File: src/rtl/alu_seq.sv
// alu_seq: handshaked ALU with registered result and flags.
// AND/OR/ADD/SUB/SLT and undefined codes complete in one cycle.
// MUL is a shift-add loop that runs for WIDTH cycles.
// Define ALU_DIV_EN to build the restoring DIV/REM unit and the div0_o flag.
module alu_seq #(
    parameter int WIDTH = 32,
    parameter int CNT_W = 6
) (
    input  logic             clk_i,
    input  logic             rst_i,
    input  logic             valid_i,
    output logic             ready_o,
    input  logic [WIDTH-1:0] src1_i,
    input  logic [WIDTH-1:0] src2_i,
    input  logic [3:0]       ctrl_i,
    output logic             valid_o,
    output logic [WIDTH-1:0] result_o,
    output logic             zero_o,
    output logic             ovf_o,
    output logic             div0_o
);

    typedef enum logic [1:0] {IDLE, MUL, DIV} state_t;

    localparam logic [3:0] OP_AND = 4'b0000;
    localparam logic [3:0] OP_OR  = 4'b0001;
    localparam logic [3:0] OP_ADD = 4'b0010;
    localparam logic [3:0] OP_SUB = 4'b0110;
    localparam logic [3:0] OP_SLT = 4'b0111;
    localparam logic [3:0] OP_MUL = 4'b1000;
`ifdef ALU_DIV_EN
    localparam logic [3:0] OP_DIV = 4'b1001;
    localparam logic [3:0] OP_REM = 4'b1010;
`endif
    localparam logic [CNT_W-1:0] LAST_CNT = CNT_W'(WIDTH - 1);

    state_t           state, state_next;
    logic [CNT_W-1:0] cnt;
    logic [WIDTH-1:0] a_reg, b_reg, acc;
    logic             accept, is_mul, last_iter;
    logic [WIDTH-1:0] sum, diff, sc_result, mul_acc;
    logic             sc_ovf;

    assign accept    = valid_i && ready_o;
    assign is_mul    = (ctrl_i == OP_MUL);
    assign last_iter = (cnt == LAST_CNT);
    assign sum       = src1_i + src2_i;
    assign diff      = src1_i - src2_i;
    assign mul_acc   = acc + (b_reg[0] ? a_reg : '0);

`ifdef ALU_DIV_EN
    // a_reg holds the quotient, b_reg the divisor and acc the partial remainder
    logic             is_div, op_rem;
    logic [WIDTH:0]   rem_shift;
    logic             rem_ge;
    logic [WIDTH-1:0] rem_next, quo_next, div_result, div0_result;

    assign is_div = (ctrl_i == OP_DIV) || (ctrl_i == OP_REM);

    // One restoring division step; the shifted remainder needs one extra bit
    always_comb begin
        rem_shift   = {acc, a_reg[WIDTH-1]};
        rem_ge      = (rem_shift >= {1'b0, b_reg});
        rem_next    = rem_ge ? (rem_shift[WIDTH-1:0] - b_reg) : rem_shift[WIDTH-1:0];
        quo_next    = {a_reg[WIDTH-2:0], rem_ge};
        div_result  = op_rem ? rem_next : quo_next;
        div0_result = op_rem ? a_reg : '1;
    end
`else
    assign div0_o = 1'b0;
`endif

    // Single-cycle result and signed overflow, evaluated straight from the inputs
    always_comb begin
        sc_result = '0;
        sc_ovf    = 1'b0;
        case (ctrl_i)
            OP_AND: sc_result = src1_i & src2_i;
            OP_OR:  sc_result = src1_i | src2_i;
            OP_ADD: begin
                sc_result = sum;
                sc_ovf    = (src1_i[WIDTH-1] == src2_i[WIDTH-1]) && (sum[WIDTH-1] != src1_i[WIDTH-1]);
            end
            OP_SUB: begin
                sc_result = diff;
                sc_ovf    = (src1_i[WIDTH-1] != src2_i[WIDTH-1]) && (diff[WIDTH-1] != src1_i[WIDTH-1]);
            end
            OP_SLT: sc_result = {{(WIDTH-1){1'b0}}, ($signed(src1_i) < $signed(src2_i))};
            default: sc_result = '0;
        endcase
    end

    // State register
    always_ff @(posedge clk_i or posedge rst_i) begin
        if (rst_i) state <= IDLE;
        else       state <= state_next;
    end

    // Next-state logic: multi-cycle ops leave IDLE, finish on their last iteration
    always_comb begin
        state_next = state;
        case (state)
            IDLE: begin
                if (accept && is_mul) state_next = MUL;
`ifdef ALU_DIV_EN
                else if (accept && is_div) state_next = DIV;
`endif
            end
            MUL: if (last_iter) state_next = IDLE;
`ifdef ALU_DIV_EN
            DIV: if (last_iter || (b_reg == '0)) state_next = IDLE;
`endif
            default: state_next = IDLE;
        endcase
    end

    // Output logic: ready whenever idle, including the cycle valid_o is high
    always_comb begin
        ready_o = (state == IDLE);
    end

    // Datapath: operand latching, iteration registers and registered results
    always_ff @(posedge clk_i or posedge rst_i) begin
        if (rst_i) begin
            cnt      <= '0;
            a_reg    <= '0;
            b_reg    <= '0;
            acc      <= '0;
            valid_o  <= 1'b0;
            result_o <= '0;
            zero_o   <= 1'b0;
            ovf_o    <= 1'b0;
`ifdef ALU_DIV_EN
            op_rem   <= 1'b0;
            div0_o   <= 1'b0;
`endif
        end else begin
            valid_o <= 1'b0;
            case (state)
                IDLE: begin
                    if (accept) begin
                        if (is_mul) begin
                            a_reg <= src1_i;
                            b_reg <= src2_i;
                            acc   <= '0;
                            cnt   <= '0;
                        end
`ifdef ALU_DIV_EN
                        else if (is_div) begin
                            a_reg  <= src1_i;
                            b_reg  <= src2_i;
                            acc    <= '0;
                            cnt    <= '0;
                            op_rem <= (ctrl_i == OP_REM);
                        end
`endif
                        else begin
                            result_o <= sc_result;
                            zero_o   <= (sc_result == '0);
                            ovf_o    <= sc_ovf;
                            valid_o  <= 1'b1;
`ifdef ALU_DIV_EN
                            div0_o   <= 1'b0;
`endif
                        end
                    end
                end
                MUL: begin
                    acc   <= mul_acc;
                    a_reg <= a_reg << 1;
                    b_reg <= b_reg >> 1;
                    cnt   <= cnt + 1'b1;
                    if (last_iter) begin
                        result_o <= mul_acc;
                        zero_o   <= (mul_acc == '0);
                        ovf_o    <= 1'b0;
                        valid_o  <= 1'b1;
`ifdef ALU_DIV_EN
                        div0_o   <= 1'b0;
`endif
                    end
                end
`ifdef ALU_DIV_EN
                DIV: begin
                    if (b_reg == '0) begin
                        result_o <= div0_result;
                        zero_o   <= (div0_result == '0);
                        ovf_o    <= 1'b0;
                        div0_o   <= 1'b1;
                        valid_o  <= 1'b1;
                    end else begin
                        acc   <= rem_next;
                        a_reg <= quo_next;
                        cnt   <= cnt + 1'b1;
                        if (last_iter) begin
                            result_o <= div_result;
                            zero_o   <= (div_result == '0);
                            ovf_o    <= 1'b0;
                            div0_o   <= 1'b0;
                            valid_o  <= 1'b1;
                        end
                    end
                end
`endif
                default: ;
            endcase
        end
    end

endmodule
File: config.mk
export PLATFORM = sky130hd
export DESIGN_NAME = alu_seq
export DESIGN_NICKNAME = d
export VERILOG_FILES = /design/src/rtl/alu_seq.sv
export SDC_FILE = /design/constraint.sdc
export NUM_CORES = 1
export LEC_CHECK = 0
export BUFFER_PORTS_ARGS = -buffer_cell sky130_fd_sc_hd__buf_2
export CAP_MARGIN = 20
export CORE_UTILIZATION = 50
export CTS_CLUSTER_SIZE = 20
export DETAILED_ROUTE_END_ITERATION = 10
export PLACE_DENSITY = 0.68
export SETUP_SLACK_MARGIN = 0.2
export SLEW_MARGIN = 40
export SYNTH_ARGS = -nofsm -noshare
export SYNTH_HDL_FRONTEND = slang
export SYNTH_SLANG_ARGS = --single-unit
File: constraint.sdc
create_clock -name clk_i -period 9.2 [get_ports clk_i]
set_clock_uncertainty 0.15 [all_clocks]
set_input_delay 0.46 -clock clk_i [delete_from_list [all_inputs] [get_ports clk_i]]
set_output_delay 0.46 -clock clk_i [all_outputs]
set_load 0.01 [all_outputs]
; Yosys cells after proc, flatten, opt, wreduce, memory -nomap -nowiden
; Cells that the tools add are included.
[classes]
order_cmp = 1
n_addsub = 4
bitwise_logic = 2
n_mux = 34
reduce_logical = 12
n_eq_ne = 16
[op_table]
columns = op, count
row1 = two-way mux 32 bit, 10
row2 = case mux 32 bit (2 select lines), 4
row3 = case mux 32 bit (5 select lines), 1
row4 = adder 32 bit, 2
row5 = logical NOT 32 bit, 2
row6 = bitwise AND 32 bit, 1
row7 = less-than comparator 32 bit, 1
row8 = OR 32 bit, 1
row9 = subtractor 32 bit, 1
row10 = two-way mux 6 bit, 2
row11 = case mux 6 bit (2 select lines), 1
row12 = two-way mux 1 bit, 9
row13 = "equality test 4 x 3 -> 1 bit, second input constant", 2
row14 = case mux 1 bit (2 select lines), 4
row15 = "adder 6 x 1 -> 6 bit, second input constant", 1
row16 = "equality test 6 x 5 -> 1 bit, second input constant", 1
row17 = "!= test 2 x 1 -> 1 bit, second input constant", 3
row18 = "equality test 4 x 1 -> 1 bit, second input constant", 1
row19 = "equality test 4 x 2 -> 1 bit, second input constant", 1
row20 = "equality test 4 bit, second input constant", 1
row21 = logical AND 1 bit, 4
row22 = logical NOT 4 bit, 1
row23 = two-way mux 2 bit, 2
row24 = "!= test 2 bit, second input constant", 2
row25 = other kinds (9), 11
[totals]
register_bits = 139
input_bits = 71
output_inout_bits = 37

; Depth between registers and ports, before layout
[depth]
depth_word = 7
depth_mapped = 15
ltp_nobuf = 14

; Worst setup path after synthesis
; OpenSTA, ideal clock, no wires.
[synth_timing]
path_type = register -> register
startpoint = reg b_reg[0]
endpoint = reg zero_o
period_less_slack_ps = 3578
stages_incl_launch_ff = 15
path_buffers = 0
setup_slack_ps = 5622
setup_time_ps = 74
arrival_ps = 3353
cell_sequence = dfrtp_1 > and2_1 > ha_1 > fa_1 > a211oi_2 > o211ai_2 > a211oi_4 > a21boi_2 > or3_4 > a2111oi_2 > nand4b_1 > nor4_2 > nand4_1 > a2bb2oi_1 > o21ai_2
[synth_via]
elab_chain_len = 5
[synth_rtl]
columns = item, line_no
row1 = "start, declared", 39  ; logic [WIDTH-1:0] a_reg, b_reg, acc;
row2 = "start signal, assigned", 144  ; b_reg <= src2_i;
row3 = "start signal, assigned", 171  ; b_reg <= b_reg >> 1;
row4 = two-way mux 32 bit, 49  ; assign mul_acc = acc + (b_reg[0] ? a_reg : '0);
row5 = adder 32 bit, 49
row6 = logical NOT 32 bit, 175  ; zero_o <= (mul_acc == '0);
row7 = two-way mux 1 bit, 173  ; if (last_iter) begin
row8 = case mux 1 bit (2 select lines), 139  ; case (state)
row9 = "end signal, assigned", 159  ; zero_o <= (sc_result == '0);
row10 = "end signal, assigned", 175
row11 = "end, declared", 18  ; output logic zero_o,
; Every way passes these cells. The select of a mux whose other input is x is not followed.
; A chain may end at the register's enable or synchronous reset.

; Worst setup path in the final report
[layout_timing]
startpoint = reg state[0]
endpoint = reg zero_o
[layout_via]
elab_chain_len = 4
elab_cells_between_ends = 9
cone_classes = 4 x eq/ne / 1 x mux / 4 x reduce/logical
[layout_rtl]
columns = item, line_no
row1 = "start, declared", 37  ; state_t state, state_next;
row2 = "start signal, assigned", 96  ; else state <= state_next;
row3 = logical NOT 2 bit, "119, 139"
row4 = logical AND 1 bit, 44  ; assign accept = valid_i && ready_o;
row5 = != test 2 x 1 -> 1 bit (no line), -
row6 = AND reduction 4 bit (no line), -
; Parallel ways exist; a longest one is shown, timed or not.

==> flow_summary.ini <==
[route]
via_count = 13800
routedWlPerCell_um = 21.1
viasPerCell = 6.22
ant_nets = 0
initialDrtViolationCount = 1249
drtPass1Iterations = 7
wl_um = 47000
drcViolationCount = 0

[clock_network]
cts.clk_slew.worst_paths_ns = 0.06
worstSkewPairLatency_ns = 0.45
tritoncts = done
cts_buffer_depth = 2
cts_sinks = 138
htree_num_levels = 4
cts_resized = 0
numCtsBuffers = 17
root_buffer = clkbuf_16

[yosys]
synth_top_family_by_area = compound AO/OA/AOI/OAI gates
yosys.area_share.simple_pct = 21.8
synth_seq_cells = 138
synth_seq_area_share_pct = 25.1
synthFlopType = dfrtp_1
synth_cells = 1842
synth.mux.area_fraction_pct = 1.72
synthArstFlopShare_pct = 100
yosysUniqueCellTypes = 102
synth_compound_area_share_pct = 30.3
yosys.area_share.adder_pct = 12.4
syn_nets = 2047
synth_edf_count = 0
synth_xor_area_share_pct = 2.16
avgSynthCellArea_sq_um = 7.47
synth.cell_area_sq_mm = 0.0138
yosys_warnings = 0

[worst_setup_path]
crit_path_start_kind = flop
arrival_ns = 4.86
crit_type = flop to flop
crit_fanout = 69
critPathBufInv = 3
path_delay_family = simple AND/OR/NAND/NOR gates
max_stage_delay_ns = 0.75
cpMaxStageDelayCell = dfrtp_4
crit_chain = buf_4 > nand3b_1 > o2bb2ai_4 > buf_4 > inv_2 > nor4_1 > nand4b_1 > a2111oi_2 > nand4b_1 > nor4_2 > nand4_1 > a2bb2oi_1 > o21ai_2
cp_data_required_time_ns = 9.43
end_kind = flop

[floorplanning]
top_level_ports = 108
initial_core_util_pct = 51.0
core.rowCount = 60
die_h_um = 168
die-area_sq_mm = 0.0282
die_w_um = 168
core_area_sq_mm = 0.0270

[worst_hold_path]
hold_path_class = input pin to flop

[cells_and_area]
drive_above_1_share_pct = 10.8
syn_to_final_growth_pct = 9.18
stdcell_area_sq_mm = 0.0150
layout_common_cells = 223 x nand2_1, 199 x a21oi_1, 179 x nor2_1
final_common_cell = nand2_1
nNetsFinal = 2072

[sta]
max_slew.worst_pin.slew_ns = 0.848
hold_viol_final = 0
fmax_mhz = 216
slew_violations = 0
slew_headroom_pct = 42.9
min_period_ns = 4.63
tns_ns = 0
setup_viol_count_final = 0
fin_crit_sh_pct = 50.3
grt_setup_unrepaired = false

[power_and_ir_drop]
p_int_mw = 1.73
p_switching_mw = 1.27
swShare_pct = 42.4
seq_power_share_pct = 33.6
clkPwrFrac_pct = 24.9
power.density_mw_per_mm2 = 200
comb_power_share_pct = 41.5
p_leak_nw = 6.93
report.power.total_mw = 3.01
vdd_drop_max_v = 0.000125

[global_route]
grt_max_degree = 83
grt_pass1_vias = 13100
track_usage_pct = 33.5
grt_overflow = 0
antenna_found_initial = 2
grt_pass1_wl_um = 73400

[flow_run]
drv_cap = 0

[run_status]
status = finished clean

[place]
place.gp.congestion = 1.01
place_hpwl_um = 35100
portBuffers = 106
place_area_sq_mm = 0.0144
## per-stage QoR
stage               worst slack [ns]  util, %  hold slack (ns)  cells
finish                          4.57     55.7            0.152   2221
CTS                             4.62     55.7            0.141   2220
global route                    4.20     55.7            0.149   2220
detailed placement              4.72     53.4            0.302   2188
floorplan                       4.89        -            0.292   1842
global placement                4.81     53.4            0.302   2188
## power groups by stage
| stage | Combinational, mW | Clock (mW) | Sequential, mW |
|---|---|---|---|
| after floorplan | 0.873 | 0 | 0.975 |
| after global placement | 1.21 | 0 | 1.01 |
| after detailed placement | 1.23 | 0 | 1.01 |
| after CTS | 1.23 | 0.751 | 1.01 |
| after global routing | 1.39 | 0.775 | 1.04 |
| final | 1.25 | 0.750 | 1.01 |
## kinds of logic after synthesis
logic type,Yosys count
AOI/OAI and AO/OA,646
xor gates and xnor gates,34
adders and majority gates,134
buffers and inverters,228
DFF,138
muxes,23
other,1
and+or+nand+nor,638
## Yosys cell counts (all sizes together), types with 4 or more instances
| cell | instances | area (sq um) |
|---|---|---|
| buf | 26 | 129 |
| o31ai | 28 | 210 |
| xnor2 | 22 | 193 |
| or2 | 9 | 56.3 |
| nor3b | 6 | 45.0 |
| or3 | 9 | 61.3 |
| nor2b | 18 | 113 |
| nand2 | 223 | 837 |
| o21ai | 173 | 870 |
| and3 | 12 | 75.1 |
| and2 | 47 | 294 |
| dfrtp | 138 | 3450 |
| o311a | 4 | 41.3 |
| o221ai | 13 | 114 |
| o21a | 9 | 67.6 |
| nand3 | 33 | 165 |
| o31a | 7 | 61.3 |
| nor2 | 179 | 672 |
| a21boi | 6 | 48.8 |
| o22ai | 13 | 81.3 |
| a211o | 7 | 61.3 |
| inv | 115 | 432 |
| mux2 | 5 | 56.3 |
| a21oi | 200 | 1000 |
| mux2i | 18 | 180 |
| nand4b | 4 | 35.0 |
| nand2b | 13 | 81.3 |
| a31oi | 18 | 119 |
| nor3 | 25 | 130 |
| o311ai | 7 | 68.8 |
| o221a | 5 | 56.3 |
| clkbuf | 86 | 334 |
| a2111oi | 6 | 83.8 |
| a221oi | 8 | 70.1 |
| o211ai | 18 | 140 |
| a221o | 8 | 80.1 |
| a2bb2oi | 4 | 35.0 |
| xor2 | 12 | 105 |
| nor4 | 26 | 169 |
| a21o | 36 | 270 |
| ha | 131 | 1640 |
| a211oi | 23 | 200 |
| a22o | 7 | 61.3 |
| nand4 | 19 | 119 |
| o21bai | 12 | 101 |
## metal layers
| layer | track usage [%] | vias up | wire [um] |
|---|---|---|---|
| met5 | 0 | - | 13 |
| met4 | 13.3 | 2 | 1590 |
| met3 | 4.72 | 84 | 2780 |
| met2 | 54.7 | 518 | 21600 |
| met1 | 44.7 | 6572 | 21000 |
| li1 | - | 6642 | - |
## layout make-up
class                           count  area, sq um
Antenna cell                        1         2.50
Clock buffer                       19          443
Clock inverter                     12          166
Fill cell                        2609        11900
Inverter                          116          440
Multi-Input combinational cell   1476         9450
Sequential cell                   138         3460
Tap cell                          341          427
Timing Repair Buffer              118          631
## final timing paths
path,slack [ns],from,cells after the start,endpoint
worst max register to register,4.57,state[0],13,zero_o
worst min register to register,0.32,result_o[18],2,result_o[18]
worst min-delay path,0.15,src2_i[31],3,b_reg[31]
max in group asynchronous,7.25,rst_i,4,b_reg[0]
min in group asynchronous,0.48,rst_i,3,cnt[0]
worst max-delay path,4.57,state[0],13,zero_o
## tightest hold or removal path, cell delays in order
cell     delay (ns)
buf_2          0.12
nand2_1        0.06
a21oi_1        0.05
## timing repair
item	CTS	global route
setup buffers	0	0
hold endpoints to repair	66	0
hold buffers	1	0
Note: power is estimated with default switching activity, not from simulation.
